[src/rtl/pipe_demux_32bit_1to2.sv]
`default_nettype none
// ============================================================================
// Module   : pipe_demux_32bit_1to2
// Brief    : Registered 1-to-2 steering stage with per-output holding register
//            and per-output delivered-word counters.
// Revision : 1.0 - initial release
// ============================================================================
module pipe_demux_32bit_1to2 #(
    parameter int WIDTH = 32,
    parameter int CNT_W = 16
) (
    input  logic             clk,
    input  logic             rst_n,
    input  logic             flush,
    input  logic             in_valid,
    output logic             in_ready,
    input  logic [WIDTH-1:0] in_data,
    input  logic             in_sel,
    output logic             out_a_valid,
    input  logic             out_a_ready,
    output logic [WIDTH-1:0] out_a_data,
    output logic             out_b_valid,
    input  logic             out_b_ready,
    output logic [WIDTH-1:0] out_b_data,
    output logic [CNT_W-1:0] cnt_a,
    output logic [CNT_W-1:0] cnt_b
);

    localparam logic [CNT_W-1:0] c_cnt_one = 1;

    logic             r_a_valid;
    logic             r_b_valid;
    logic [WIDTH-1:0] r_a_data;
    logic [WIDTH-1:0] r_b_data;
    logic [CNT_W-1:0] r_cnt_a;
    logic [CNT_W-1:0] r_cnt_b;

    logic w_free_a;
    logic w_free_b;
    logic w_accept;
    logic w_load_a;
    logic w_load_b;
    logic w_deliv_a;
    logic w_deliv_b;

    // A register may refill in the same cycle it drains, giving 1 word/cycle.
    assign w_free_a  = !r_a_valid || out_a_ready;
    assign w_free_b  = !r_b_valid || out_b_ready;
    assign in_ready  = !flush && (in_sel ? w_free_b : w_free_a);
    assign w_accept  = in_valid && in_ready;
    assign w_load_a  = w_accept && !in_sel;
    assign w_load_b  = w_accept &&  in_sel;
    assign w_deliv_a = r_a_valid && out_a_ready;
    assign w_deliv_b = r_b_valid && out_b_ready;

    always_ff @(posedge clk or negedge rst_n) begin
        if (!rst_n) begin
            r_a_valid <= 1'b0;
            r_a_data  <= '0;
        end else if (flush) begin
            r_a_valid <= 1'b0;
        end else if (w_load_a) begin
            r_a_valid <= 1'b1;
            r_a_data  <= in_data;
        end else if (w_deliv_a) begin
            r_a_valid <= 1'b0;
        end
    end

    always_ff @(posedge clk or negedge rst_n) begin
        if (!rst_n) begin
            r_b_valid <= 1'b0;
            r_b_data  <= '0;
        end else if (flush) begin
            r_b_valid <= 1'b0;
        end else if (w_load_b) begin
            r_b_valid <= 1'b1;
            r_b_data  <= in_data;
        end else if (w_deliv_b) begin
            r_b_valid <= 1'b0;
        end
    end

    // A handshake completed during a flush cycle is still a delivery.
    always_ff @(posedge clk or negedge rst_n) begin
        if (!rst_n) begin
            r_cnt_a <= '0;
            r_cnt_b <= '0;
        end else begin
            if (w_deliv_a) r_cnt_a <= r_cnt_a + c_cnt_one;
            if (w_deliv_b) r_cnt_b <= r_cnt_b + c_cnt_one;
        end
    end

    assign out_a_valid = r_a_valid;
    assign out_a_data  = r_a_data;
    assign out_b_valid = r_b_valid;
    assign out_b_data  = r_b_data;
    assign cnt_a       = r_cnt_a;
    assign cnt_b       = r_cnt_b;

endmodule
`default_nettype wire

[config.mk]
export PLATFORM = sky130hd
export DESIGN_NAME = pipe_demux_32bit_1to2
export DESIGN_NICKNAME = d
export VERILOG_FILES = /design/src/rtl/pipe_demux_32bit_1to2.sv
export SDC_FILE = /design/constraint.sdc
export NUM_CORES = 1
export LEC_CHECK = 0
export CAP_MARGIN = 20
export CORE_ASPECT_RATIO = 1.75
export CORE_UTILIZATION = 48
export CTS_CLUSTER_DIAMETER = 200
export DETAILED_ROUTE_END_ITERATION = 12
export GPL_TIMING_DRIVEN = 0
export PLACE_DENSITY = 0.89
export REMOVE_ABC_BUFFERS = 1
export SYNTH_ARGS = -nofsm -noshare
export SYNTH_HDL_FRONTEND = slang
export SYNTH_SLANG_ARGS = --single-unit
export TNS_END_PERCENT = 50
[constraint.sdc]
create_clock -name clk -period 3.45 [get_ports clk]
set_clock_uncertainty 0.1 [all_clocks]
set_input_delay 0.69 -clock clk [delete_from_list [all_inputs] [get_ports clk]]
set_output_delay 0.69 -clock clk [all_outputs]
set_load 0.01 [all_outputs]
==> flow_metrics.tcl, run 1 <==
set metrics [dict create \
    die_area_um2 8560 \
    max_slew_margin 0.367 \
    routabilityCongestion 0.781 \
    worst_pin_slew_ns 0.945 \
    placed_cells 483 \
    cts-buffers-inserted 9 \
    dpl_cell_area_um2 5380 \
    drv_slew 0 \
    post-route-min-period_ns 2.92 \
    ys_types 28 \
    synth_area_per_cell_um2 15.0 \
    chipWidth_um 70.4 \
    hpwlAfterDp_um 6220 \
    viasPerCell 5.31 \
    drt-total-wl_um 8630 \
    antennaDiodeCount 0 \
    synth-main-ff-cell "dfrtp_1" \
    grt_pass1_wl_um 13800 \
    critPathLaunchType "input pin" \
    vias 2652 \
    cts_hold_buf 0 \
    drtAntennaViolNets 0 \
    crit_fanout 4 \
    slowest_delay_ns 0.55 \
    p_sw_frac 0.245 \
    clk_pin_slew_ns 0.06 \
    max_cap_viol_count 0 \
    route.detailed.drc 0 \
    num_rows 43 \
    switching_power_w 0.000870 \
    grt_max_degree 51 \
    cp_slowest_cell "clkdlybuf4s50_1" \
    pin_count 138 \
    pwr-share-seq 0.424 \
    root_buffer "clkbuf_16" \
    yosys_warnings 0 \
    min_period_over_period 0.845 \
    nets 445 \
    rsz0062_at_grt "no" \
    ir_worst_vdd_mv 0.451 \
    internal_power_w 0.00268 \
    max_freq_ghz 0.343 \
    powerDensity_nw_per_um2 618 \
    synth-seq-cells 98 \
    core_um2 7910 \
    pre_cts_ws_ns 0.478 \
    cts_resized 0 \
    synth-edff-count 0 \
    synthCells 262 \
    grt-ovfl-total 0 \
    min_path_type "in2async" \
    worst_r2r_path_depth 3 \
    setup_viol 0 \
    post_cts_buffers 0 \
    wl_per_cell_um 17.3 \
    path_class "in2out" \
    path_cells "clkdlybuf4s50_1 > nand2b_1 > mux2i_1 > nor2_1 > clkdlybuf4s50_1" \
    leakage_nw 2.50 \
    insertion_delay_ns 0.34 \
    drive_gt1_frac 0.210 \
    h-tree-depth 3 \
    clockBufferDepth 2 \
    whs_ns 0.267 \
    fin_ws_ns 0.534 \
    cts_tree "done" \
    cp.required_ns 2.66 \
    drt_iter0_markers 104 \
    start_util 0.496 \
    cp-end-kind "primary output" \
    seq_area_frac_synth 0.625 \
    portBuffers 137 \
    design_area_um2 5740 \
    grt_pass1_vias 2851 \
    worstPathArrival_ns 2.13 \
    die_h_um 122 \
    cpMostUsedCell "clkdlybuf4s50_1" \
    instances_no_fill 499 \
    clock_sinks 98 \
    hold_viol 0 \
    syn2layout_area_growth_pct 46.3 \
    synthesis.area_um2 3930 \
    dr.pass1.iters 4 \
    synthArstFlopShare 1.00 \
    total_power_w 0.00355 \
    p_clk_frac 0.338 \
    track_usage 0.213 \
    pwr-share-comb 0.238 \
    outcome "finished, final reports clean" \
    antenna_found_initial 0 \
]
==> through the flow <==
stage,utilization,TNS [ns]
floorplan,-,0
global placement,0.676,-177.99
detailed placement,0.680,0
CTS,0.726,0
global route,0.726,0
finish,0.726,0
==> layout by cell type (no fill, tap or decap), drive strengths merged, types with 3 or more instances in the layout <==
cell           Yosys  routed
clkdlybuf4s50      0     136
dfrtp             98      98
mux2              66      66
xnor2             19      19
nand3             12      12
nand2             11      11
xor2              11      11
clkbuf             0      11
nor2               8       8
nand4              6       6
bufinv             0       4
nor4               4       4
and3               4       4
nor3               3       3
==> sequential cells by signal (all words and copies together) (netlist names) <==
signal and cells:
out_a_data 32, out_b_data 32, cnt_a 16, cnt_b 16, out_a_valid 1, out_b_valid 1
==> synth_stat cells (4+ instances only) <==
cell type,n,area [um^2]
and3_1,4,25.0
mux2_2,61,687
xnor2_1,19,166
buf_6,4,45.0
xor2_1,11,96.3
nand3_1,11,55.1
nand2_1,11,41.3
nor2_1,8,30.0
dfrtp_1,98,2450
nand4_1,5,31.3
mux2_1,5,56.3
==> routing by layer <==
layer | share of wire | wire length [um] | vias up | global-route usage
met4 | 0.037 | 321 | 0 | 0.121
met2 | 0.56 | 4840 | 93 | 0.387
met1 | 0.36 | 3090 | 1344 | 0.225
met5 | 0 | 0 | - | 0
met3 | 0.043 | 373 | 23 | 0.0438
li1 | - | - | 1192 | -
==> final timing paths <==
check                           slack (ns)              to        start
worst max-delay path                  0.53        in_ready  out_a_ready
worst min-delay path                  0.27        cnt_a[9]        rst_n
worst max register to register        1.35  out_a_data[14]  out_a_valid
worst min register to register        0.37       cnt_a[15]    cnt_a[15]
max in group asynchronous             2.34   out_b_data[4]        rst_n
min in group clk                      0.37       cnt_a[15]    cnt_a[15]
==> layout make-up <==
type                       instances  area (um^2)
clock buffer                      11          243
clock inverter                     5          125
fill                             540         2160
inverter                           1         3.75
multi-input combinational        156         1410
sequential                        98         2450
tap                               90          113
timing repair buffer             138         1400
==> cell families (layout without fill, tap and decap cells) <==
family,after synthesis,in the layout,share of synthesized area
buffers and inverters,8,155,0.0162
flip-flops,98,98,0.625
XOR/XNOR,30,30,0.0669
AO/OA/AOI/OAI,2,2,0.00319
multiplexers,67,67,0.192
adder cells (fa/ha/maj),2,2,0.00637
AND/OR/NAND/NOR,55,55,0.0908
==> critical path: cells and delay by family <==
family                 cells  cell delay, ns
buffers and inverters      2            1.07
AND/OR/NAND/NOR            2            0.28
multiplexers               1            0.09
==> power by group through the flow <==
| stage | combinational, W | clock [W] | sequential [W] |
|---|---|---|---|
| after floorplan | 0.000212 | 0 | 0.00159 |
| after global placement | 0.000826 | 0 | 0.00151 |
| after detailed placement | 0.000854 | 0 | 0.00152 |
| after CTS | 0.000860 | 0.00122 | 0.00150 |
| after global routing | 0.000897 | 0.00127 | 0.00153 |
| final | 0.000846 | 0.00120 | 0.00150 |
Note: power is estimated with default switching activity, not from simulation.
==> run 2, diff against run 1 <==
--- a/config.mk
+++ b/config.mk
@@ -7,11 +7,11 @@
 export LEC_CHECK = 0
 export CAP_MARGIN = 20
 export CORE_ASPECT_RATIO = 1.75
-export CORE_UTILIZATION = 48
+export CORE_UTILIZATION = 45
 export CTS_CLUSTER_DIAMETER = 200
 export DETAILED_ROUTE_END_ITERATION = 12
 export GPL_TIMING_DRIVEN = 0
-export PLACE_DENSITY = 0.89
+export PLACE_DENSITY = 0.84
 export REMOVE_ABC_BUFFERS = 1
 export SYNTH_ARGS = -nofsm -noshare
 export SYNTH_HDL_FRONTEND = slang
==> constraint.sdc (replaced) <==
create_clock -name clk -period 2.75 [get_ports clk]
set_clock_uncertainty 0.1 [all_clocks]
set_input_delay 0.55 -clock clk [delete_from_list [all_inputs] [get_ports clk]]
set_output_delay 0.55 -clock clk [all_outputs]
set_load 0.01 [all_outputs]
==> run 2 against run 1 <==
Combinational power is 24% higher. Count of clock-buffer cells in the layout stayed put. Wire length is 3.7% lower. Sequential share of layout area is 0.23 points higher. Cell area is 0.54% lower. Critical endpoint unchanged. Worst setup slack worse by 0.45 ns. Register-to-register slack worse by 0.73 ns. Non-clock buffer count stayed put. First-iteration DRC count is 27% lower. Die area is 6.5% higher. Via count is 3.5% lower. Largest power group unchanged. Sequential power is 25% higher.
==> flow_metrics.tcl, run 2 (synthesis results as in run 1) <==
set metrics [dict create \
    cts_hold_buf 0 \
    num_rows 44 \
    min_path_type "in2async" \
    leakage_nw 2.47 \
    ir_worst_vdd_mv 0.564 \
    routabilityCongestion 0.779 \
    max_slew_margin 0.343 \
    worst_pin_slew_ns 0.980 \
    cts-buffers-inserted 9 \
    chipWidth_um 72.6 \
    vias 2560 \
    drv_slew 0 \
    slowest_delay_ns 0.55 \
    min_period_over_period 0.969 \
    grt_max_degree 52 \
    clock_sinks 98 \
    hpwlAfterDp_um 6030 \
    track_usage 0.198 \
    post-route-min-period_ns 2.66 \
    cp-end-kind "primary output" \
    drt_iter0_markers 76 \
    drt-total-wl_um 8300 \
    die_area_um2 9120 \
    h-tree-depth 3 \
    cp.required_ns 2.10 \
    antennaDiodeCount 0 \
    dpl_cell_area_um2 5410 \
    insertion_delay_ns 0.33 \
    cts_resized 0 \
    final_util 0.683 \
    syn2layout_area_growth_pct 45.5 \
    post_cts_buffers 0 \
    path_class "in2out" \
    clockBufferDepth 2 \
    grt_pass1_vias 2736 \
    fillers 627 \
    critPathLaunchType "input pin" \
    max_freq_ghz 0.375 \
    clk_pin_slew_ns 0.06 \
    cts_tree "done" \
    route.detailed.drc 0 \
    antenna_found_initial 0 \
    drive_gt1_frac 0.213 \
    cp_slowest_cell "clkdlybuf4s50_1" \
    mostFrequentLayoutCells "clkdlybuf4s50_1 (136), dfrtp_1 (98), mux2_2 (61)" \
    total_power_w 0.00418 \
    setup_viol 0 \
    portBuffers 137 \
    cpMostUsedCell "clkdlybuf4s50_1" \
    powerDensity_nw_per_um2 732 \
    drtAntennaViolNets 0 \
    core_um2 8370 \
    crit_fanout 4 \
    grt_pass1_wl_um 13500 \
    fin_ws_ns 0.0857 \
    rsz0062_at_grt "no" \
    outcome "finished, final reports clean" \
    design_area_um2 5710 \
    root_buffer "clkbuf_16" \
    worstPathArrival_ns 2.01 \
    layout_commonest_cell "clkdlybuf4s50_1" \
    pre_cts_ws_ns -0.0907 \
    hold_viol 0 \
    critPathTopFamily "buffers and inverters" \
    cp_num_buf_inv 2 \
    start_util 0.469 \
    wl_per_cell_um 15.8 \
    die_h_um 126 \
    max_cap_viol_count 0 \
    path_cells "clkdlybuf4s50_1 > nand2b_1 > mux2i_1 > nor2_1 > clkdlybuf4s50_1" \
    grt-ovfl-total 0 \
    nets 445 \
    dr.pass1.iters 4 \
    viasPerCell 4.89 \
    pin_count 138 \
]
-- run 2: cell count changes in the layout (fill, tap and decap cells not counted), sizes merged --
cell | before | now
clkinv | 1 | 3
bufinv | 4 | 1
clkinvlp | 0 | 1
-- run 2: path summary, 6_finish.rpt --
kind,start,to,slack [ns],cells after the start
min reg2reg,cnt_a[15],cnt_a[15],0.37,1
min,rst_n,out_a_data[1],0.14,1
max,out_a_ready,in_ready,0.09,5
max in group asynchronous,rst_n,cnt_b[7],1.74,2
max reg2reg,out_a_valid,out_a_data[3],0.62,3
min in group clk,cnt_a[15],cnt_a[15],0.37,1
-- run 2: area by class of cell --
| cell class | instances | area, um^2 | area share |
|---|---|---|---|
| multi-input cells | 156 | 1410 | 0.247 |
| inverters | 1 | 3.75 | 0.000657 |
| well taps | 115 | 144 | 0.0252 |
| clock inverters | 5 | 52.6 | 0.00920 |
| flip-flops and latches | 98 | 2450 | 0.429 |
| repair buffers | 138 | 1400 | 0.244 |
| clock buffers | 11 | 253 | 0.0442 |
-- run 2: stage by stage --
step	instances	setup TNS, ns	hold WS [ns]
after floorplan	255	0	0.154
after global placement	507	-250.85	0.364
after detailed placement	508	-2.40	0.369
after CTS	524	0	0.163
after global routing	524	0	0.190
final	524	0	0.139
-- run 2: where the power goes --
group,total [W],internal (W),switching (W)
logic,0.00105,0.000666,0.000389
registers,0.00188,0.00169,0.000183
clock network,0.00125,0.000749,0.000501
total,0.00418,0.00311,0.00107
-- run 2: per-layer routing --
| metal | up-vias | share of wire | global-route usage |
|---|---|---|---|
| met4 | 0 | 0.033 | 0.107 |
| met2 | 85 | 0.55 | 0.347 |
| met1 | 1259 | 0.38 | 0.220 |
| met3 | 19 | 0.040 | 0.0395 |
| met5 | - | 0 | 0 |
| li1 | 1197 | - | - |
-- run 2: worst register-to-register path, cell delays in order (launching register included) --
cell and delay, ns:
dfrtp_1 0.42, nand2b_1 0.16, nand3b_2 0.74, mux2_2 0.60
==> patch 1, RTL diff (settings of run 2) <==
Reset style: synchronous (`rst_n`), changed in 3 clocked blocks.
--- a/src/rtl/pipe_demux_32bit_1to2.sv
+++ b/src/rtl/pipe_demux_32bit_1to2.sv
@@ -54,5 +54,5 @@
     assign w_deliv_b = r_b_valid && out_b_ready;
 
-    always_ff @(posedge clk or negedge rst_n) begin
+    always_ff @(posedge clk) begin
         if (!rst_n) begin
             r_a_valid <= 1'b0;
@@ -68,5 +68,5 @@
     end
 
-    always_ff @(posedge clk or negedge rst_n) begin
+    always_ff @(posedge clk) begin
         if (!rst_n) begin
             r_b_valid <= 1'b0;
@@ -83,5 +83,5 @@
 
     // A handshake completed during a flush cycle is still a delivery.
-    always_ff @(posedge clk or negedge rst_n) begin
+    always_ff @(posedge clk) begin
         if (!rst_n) begin
             r_cnt_a <= '0;
Check against the original RTL: differs if rst_n is asserted again (counterexample within 4 cycles, from zero or initial values and one cycle with rst_n low); with rst_n held inactive, the same outputs for 10 cycles.
==> patch 1 against run 2 <==
Synthesized area grew 1.4%; cell area grew 2.3%; maximum frequency is 2.1% higher; worst setup slack better by 0.054 ns; die area up 1.4%; first-iteration DRC count is 110% higher; sequential cell count stayed put; sequential share of layout area shrank 9.4 points; wire length grew 21%.
Power is not compared: it rests on default switching activity, and its combinational part moved more than twofold at a synthesized area within 25%.
==> patch 1: results <==
group,metric,value,unit
run_status,status,"complete, no violations",
logic_synthesis,yosys.area_share.xor_xnor,4.18,%
detailed_routing,route.met3.wl,543,um
detailed_routing,wl_met1,3970,um
logic_synthesis,synth_cell_types,32,
setup_path,r2r_slack,0.77,ns
setup_path,startpoint,"in_sel",
placement,place.gp.congestion,0.739,
detailed_routing,wl_per_cell,14.1,um
finish,nFillCells,693,
logic_synthesis,synth.top_cells.by_area,"dfxtp_1 49%, nand2_1 14%, a21boi_1 12%",
placement,dp_hpwl,7130,um
logic_synthesis,async_flop_share,0,%
global_route,use_met1,24.2,%
timing,worst_pin_slew,0.960,ns
detailed_routing,vias,3604,
global_route,grt_util_met3,6.51,%
logic_synthesis,synth_ff_type,"dfxtp_1",
global_route,grt_use_total,22.8,%
setup_path,reg2reg_from,"out_a_valid$_SDFFE_PP0P_",
setup_path,cp_max_fo,6,
worst_hold_path,hold_path.class,"reg -> reg",
global_route,grt_pass1_wl,16500,um
logic_synthesis,synth_commonest_cells,"145 x nand2_1, 98 x dfxtp_1, 66 x a21boi_1",
setup_path,cp.arrival,1.96,ns
==> patch 1: through the flow <==
| step | area, sq um | utilization (%) | setup TNS (ns) | power, W | std cells |
|---|---|---|---|---|---|
| after detailed placement | 5500 | 63.8 | 0 | 0.00177 | 695 |
| after CTS | 5840 | 67.8 | 0 | 0.00316 | 711 |
| after floorplan | 3870 | - | 0 | 0.00159 | 436 |
| after global routing | 5840 | 67.8 | 0 | 0.00323 | 711 |
| final | 5840 | 67.8 | 0 | 0.00313 | 711 |
| after global placement | 5390 | 62.6 | -73.51 | 0.00175 | 690 |
==> patch 1: worst min-delay path by stage <==
stage	start	to	slack, ns	cells past startpoint
finish	out_b_data[11]$_SDFFE_PN0P_	out_b_data[11]$_SDFFE_PN0P_	0.35	2
CTS	out_a_data[29]$_SDFFE_PN0P_	out_a_data[29]$_SDFFE_PN0P_	0.35	2
floorplan	out_a_data[0]$_SDFFE_PN0P_	out_a_data[0]$_SDFFE_PN0P_	0.38	2
global route	out_b_data[17]$_SDFFE_PN0P_	out_b_data[17]$_SDFFE_PN0P_	0.37	2
detailed placement	out_a_data[29]$_SDFFE_PN0P_	out_a_data[29]$_SDFFE_PN0P_	0.35	2
global placement	out_a_data[0]$_SDFFE_PN0P_	out_a_data[0]$_SDFFE_PN0P_	0.34	2
==> patch 1: worst register-to-register path: cells and delay by family, from the launching register on <==
family | cells | cell delay, ns
DFF | 1 | 0.38
buffers and inverters | 1 | 0.24
and+or+nand+nor | 3 | 1.03
AOI/OAI and AO/OA | 1 | 0.16
==> patch 1: power groups by stage <==
| stage | logic (W) | registers, W | clock network [W] |
|---|---|---|---|
| 2_1_floorplan | 0.0000715 | 0.00151 | 0 |
| 3_5_place_dp | 0.000269 | 0.00150 | 0 |
| 5_1_grt | 0.000291 | 0.00147 | 0.00147 |
| 4_1_cts | 0.000270 | 0.00147 | 0.00142 |
| 3_3_place_gp | 0.000256 | 0.00150 | 0 |
| 6_report | 0.000268 | 0.00147 | 0.00139 |
==> patch 1: logic make-up (layout without fill, tap and decap cells) <==
logic type,Yosys count,after routing
AOI/OAI and AO/OA,80,80
xor gates and xnor gates,19,19
adders and majority gates,2,2
buffers and inverters,29,162
DFF,98,98
muxes,5,5
and+or+nand+nor,228,228
==> patch 1: area by class of cell <==
type                    count  area, sq um  area share [%]
flip-flops and latches     98         1960            33.6
repair buffers            142         1470            25.2
clock buffers              12          267            4.56
inverters                   4         15.0           0.257
well taps                 117          146            2.50
clock inverters             4         72.6            1.24
multi-input cells         334         1910            32.7
==> patch 1: what timing repair did <==
action | 4_1_cts | 5_1_grt
endpoints found under the setup margin | 1 | 1
buffers inserted | 0 | 0
gates resized for setup | 2 | 1
==> patch 2, RTL diff (config.mk and constraints of run 2) <==
Without the edit above. Change the parameter `WIDTH` from 32 to 64.
--- a/src/rtl/pipe_demux_32bit_1to2.sv
+++ b/src/rtl/pipe_demux_32bit_1to2.sv
@@ -7,5 +7,5 @@
 // ============================================================================
 module pipe_demux_32bit_1to2 #(
-    parameter int WIDTH = 32,
+    parameter int WIDTH = 64,
     parameter int CNT_W = 16
 ) (
Ports: changed (resized in_data, out_a_data and out_b_data); port bits go from 138 to 234. No check against the original RTL was run, so the function may have changed too.
==> patch 2 against run 2 <==
Core utilization grew 2.0 points; cell area increased by 66%; die area is 59% higher; sequential power up 65%; wire length grew 89%; worst setup slack better by 0.025 ns; synthesized area up 61%; synthesized cell count is 53% higher; sequential share of layout area is 0.27 points lower; global-route usage increased by 2.8 points; maximum frequency is 0.93% higher; power grew 77%; cell count rose by 60%; sequential cell count grew 64; critical endpoint unchanged; largest cell class unchanged; highest routed layer unchanged.
==> patch 2: results <==
group,metric,value,unit
setup_path,worst_path_largest_cell_delay,0.48,ns
power,combPwrFrac,25.3,%
power,netSwitchingPower,0.00196,W
finish,nFillCells,912,
detailed_routing,drt_iter0_drc,107,
logic_synthesis,synth_cell_types,27,
placement,io_buffer_count,233,
setup_path,timing.rr.end,"out_a_data[25]$_DFFE_PN0P_",
detailed_routing,routed_wirelength,15700,um
detailed_routing,wl_met1,5240,um
setup_path,r2r_slack,0.42,ns
detailed_routing,met2_length,8930,um
detailed_routing,wl_per_cell,18.7,um
detailed_routing,vias,4250,
cts,h-tree-depth,4,
logic_synthesis,ys_seq_area_share,64.3,%
placement,place.gp.congestion,0.763,
logic_synthesis,synth_commonest_cells,"162 x dfrtp_1, 81 x mux2_2, 49 x mux2_1",
logic_synthesis,synth_warnings,0,
logic_synthesis,synth.top_cells.by_area,"dfrtp_1 64%, mux2_2 14%, mux2_1 8.8%",
cts,cts_made_buffers,17,
finish,num-nets-final,724,
placement,placed_area,8900,sq um
placement,dp.cells,806,
global_route,grt_util_met3,4.78,%
global_route,use_met1,22.9,%
detailed_routing,route.met3.wl,631,um
placement,pre_cts_ws,-0.215,ns
placement,dp_hpwl,11800,um
power,power_leakage,4.05,nW
logic_synthesis,yosysTopAreaCellShare,64.3,%
global_route,grtUsageMet2,41.5,%
global_route,grt_pass1_wl,24800,um
run_status,status,"complete, no violations",
logic_synthesis,synth_cells,402,
cts,insertion_delay,0.41,ns
power,ir_worst_vdd,0.000427,V
global_route,grt_use_total,22.6,%
timing,slew_headroom,53.9,%
power,pg_clk,0.00242,W
==> patch 2: cell count changes after synthesis, sizes merged, moves of 2 or more <==
cell   change
buf        +7
dfrtp     +64
inv        +5
mux2      +64
nand2      -2
nor2       +3
nor3       -2
==> patch 2: stage by stage <==
stage | utilization, % | total power (W)
final | 70.3 | 0.00740
after detailed placement | 65.8 | 0.00504
after global routing | 70.3 | 0.00773
after CTS | 70.3 | 0.00749
after global placement | 64.5 | 0.00494
after floorplan | - | 0.00376
==> patch 2: how the worst min path moves through the flow <==
stage,from,to,slack [ns],cells after the start
after floorplan,rst_n,cnt_a[0]$_DFFE_PN0P_,0.15,0
after global placement,cnt_b[15]$_DFFE_PN0P_,cnt_b[15]$_DFFE_PN0P_,0.36,1
after detailed placement,cnt_a[15]$_DFFE_PN0P_,cnt_a[15]$_DFFE_PN0P_,0.37,1
after CTS,rst_n,out_b_data[47]$_DFFE_PN0P_,0.04,1
after global routing,rst_n,out_b_data[60]$_DFFE_PN0P_,0.06,1
final,rst_n,out_b_data[47]$_DFFE_PN0P_,0.02,1
==> patch 2: area by class of cell <==
type,count,area share (%)
Clock inverter,13,1.83
Inverter,6,0.237
Timing Repair Buffer,244,26.4
Tap cell,174,2.29
Clock buffer,19,4.56
Multi-Input combinational cell,220,22.0
Sequential cell,162,42.7
==> patch 2: cell families (layout without fill, tap and decap cells) <==
family / count (synthesis) / count (layout) / synth area share, %
adder cells (fa/ha/maj): 2 / 2 / 0.397
XOR/XNOR: 30 / 30 / 4.17
flip-flops: 162 / 162 / 64.3
AO/OA/AOI/OAI: 3 / 3 / 0.278
buffers and inverters: 20 / 282 / 2.56
multiplexers: 130 / 130 / 23.2
AND/OR/NAND/NOR: 55 / 55 / 5.10
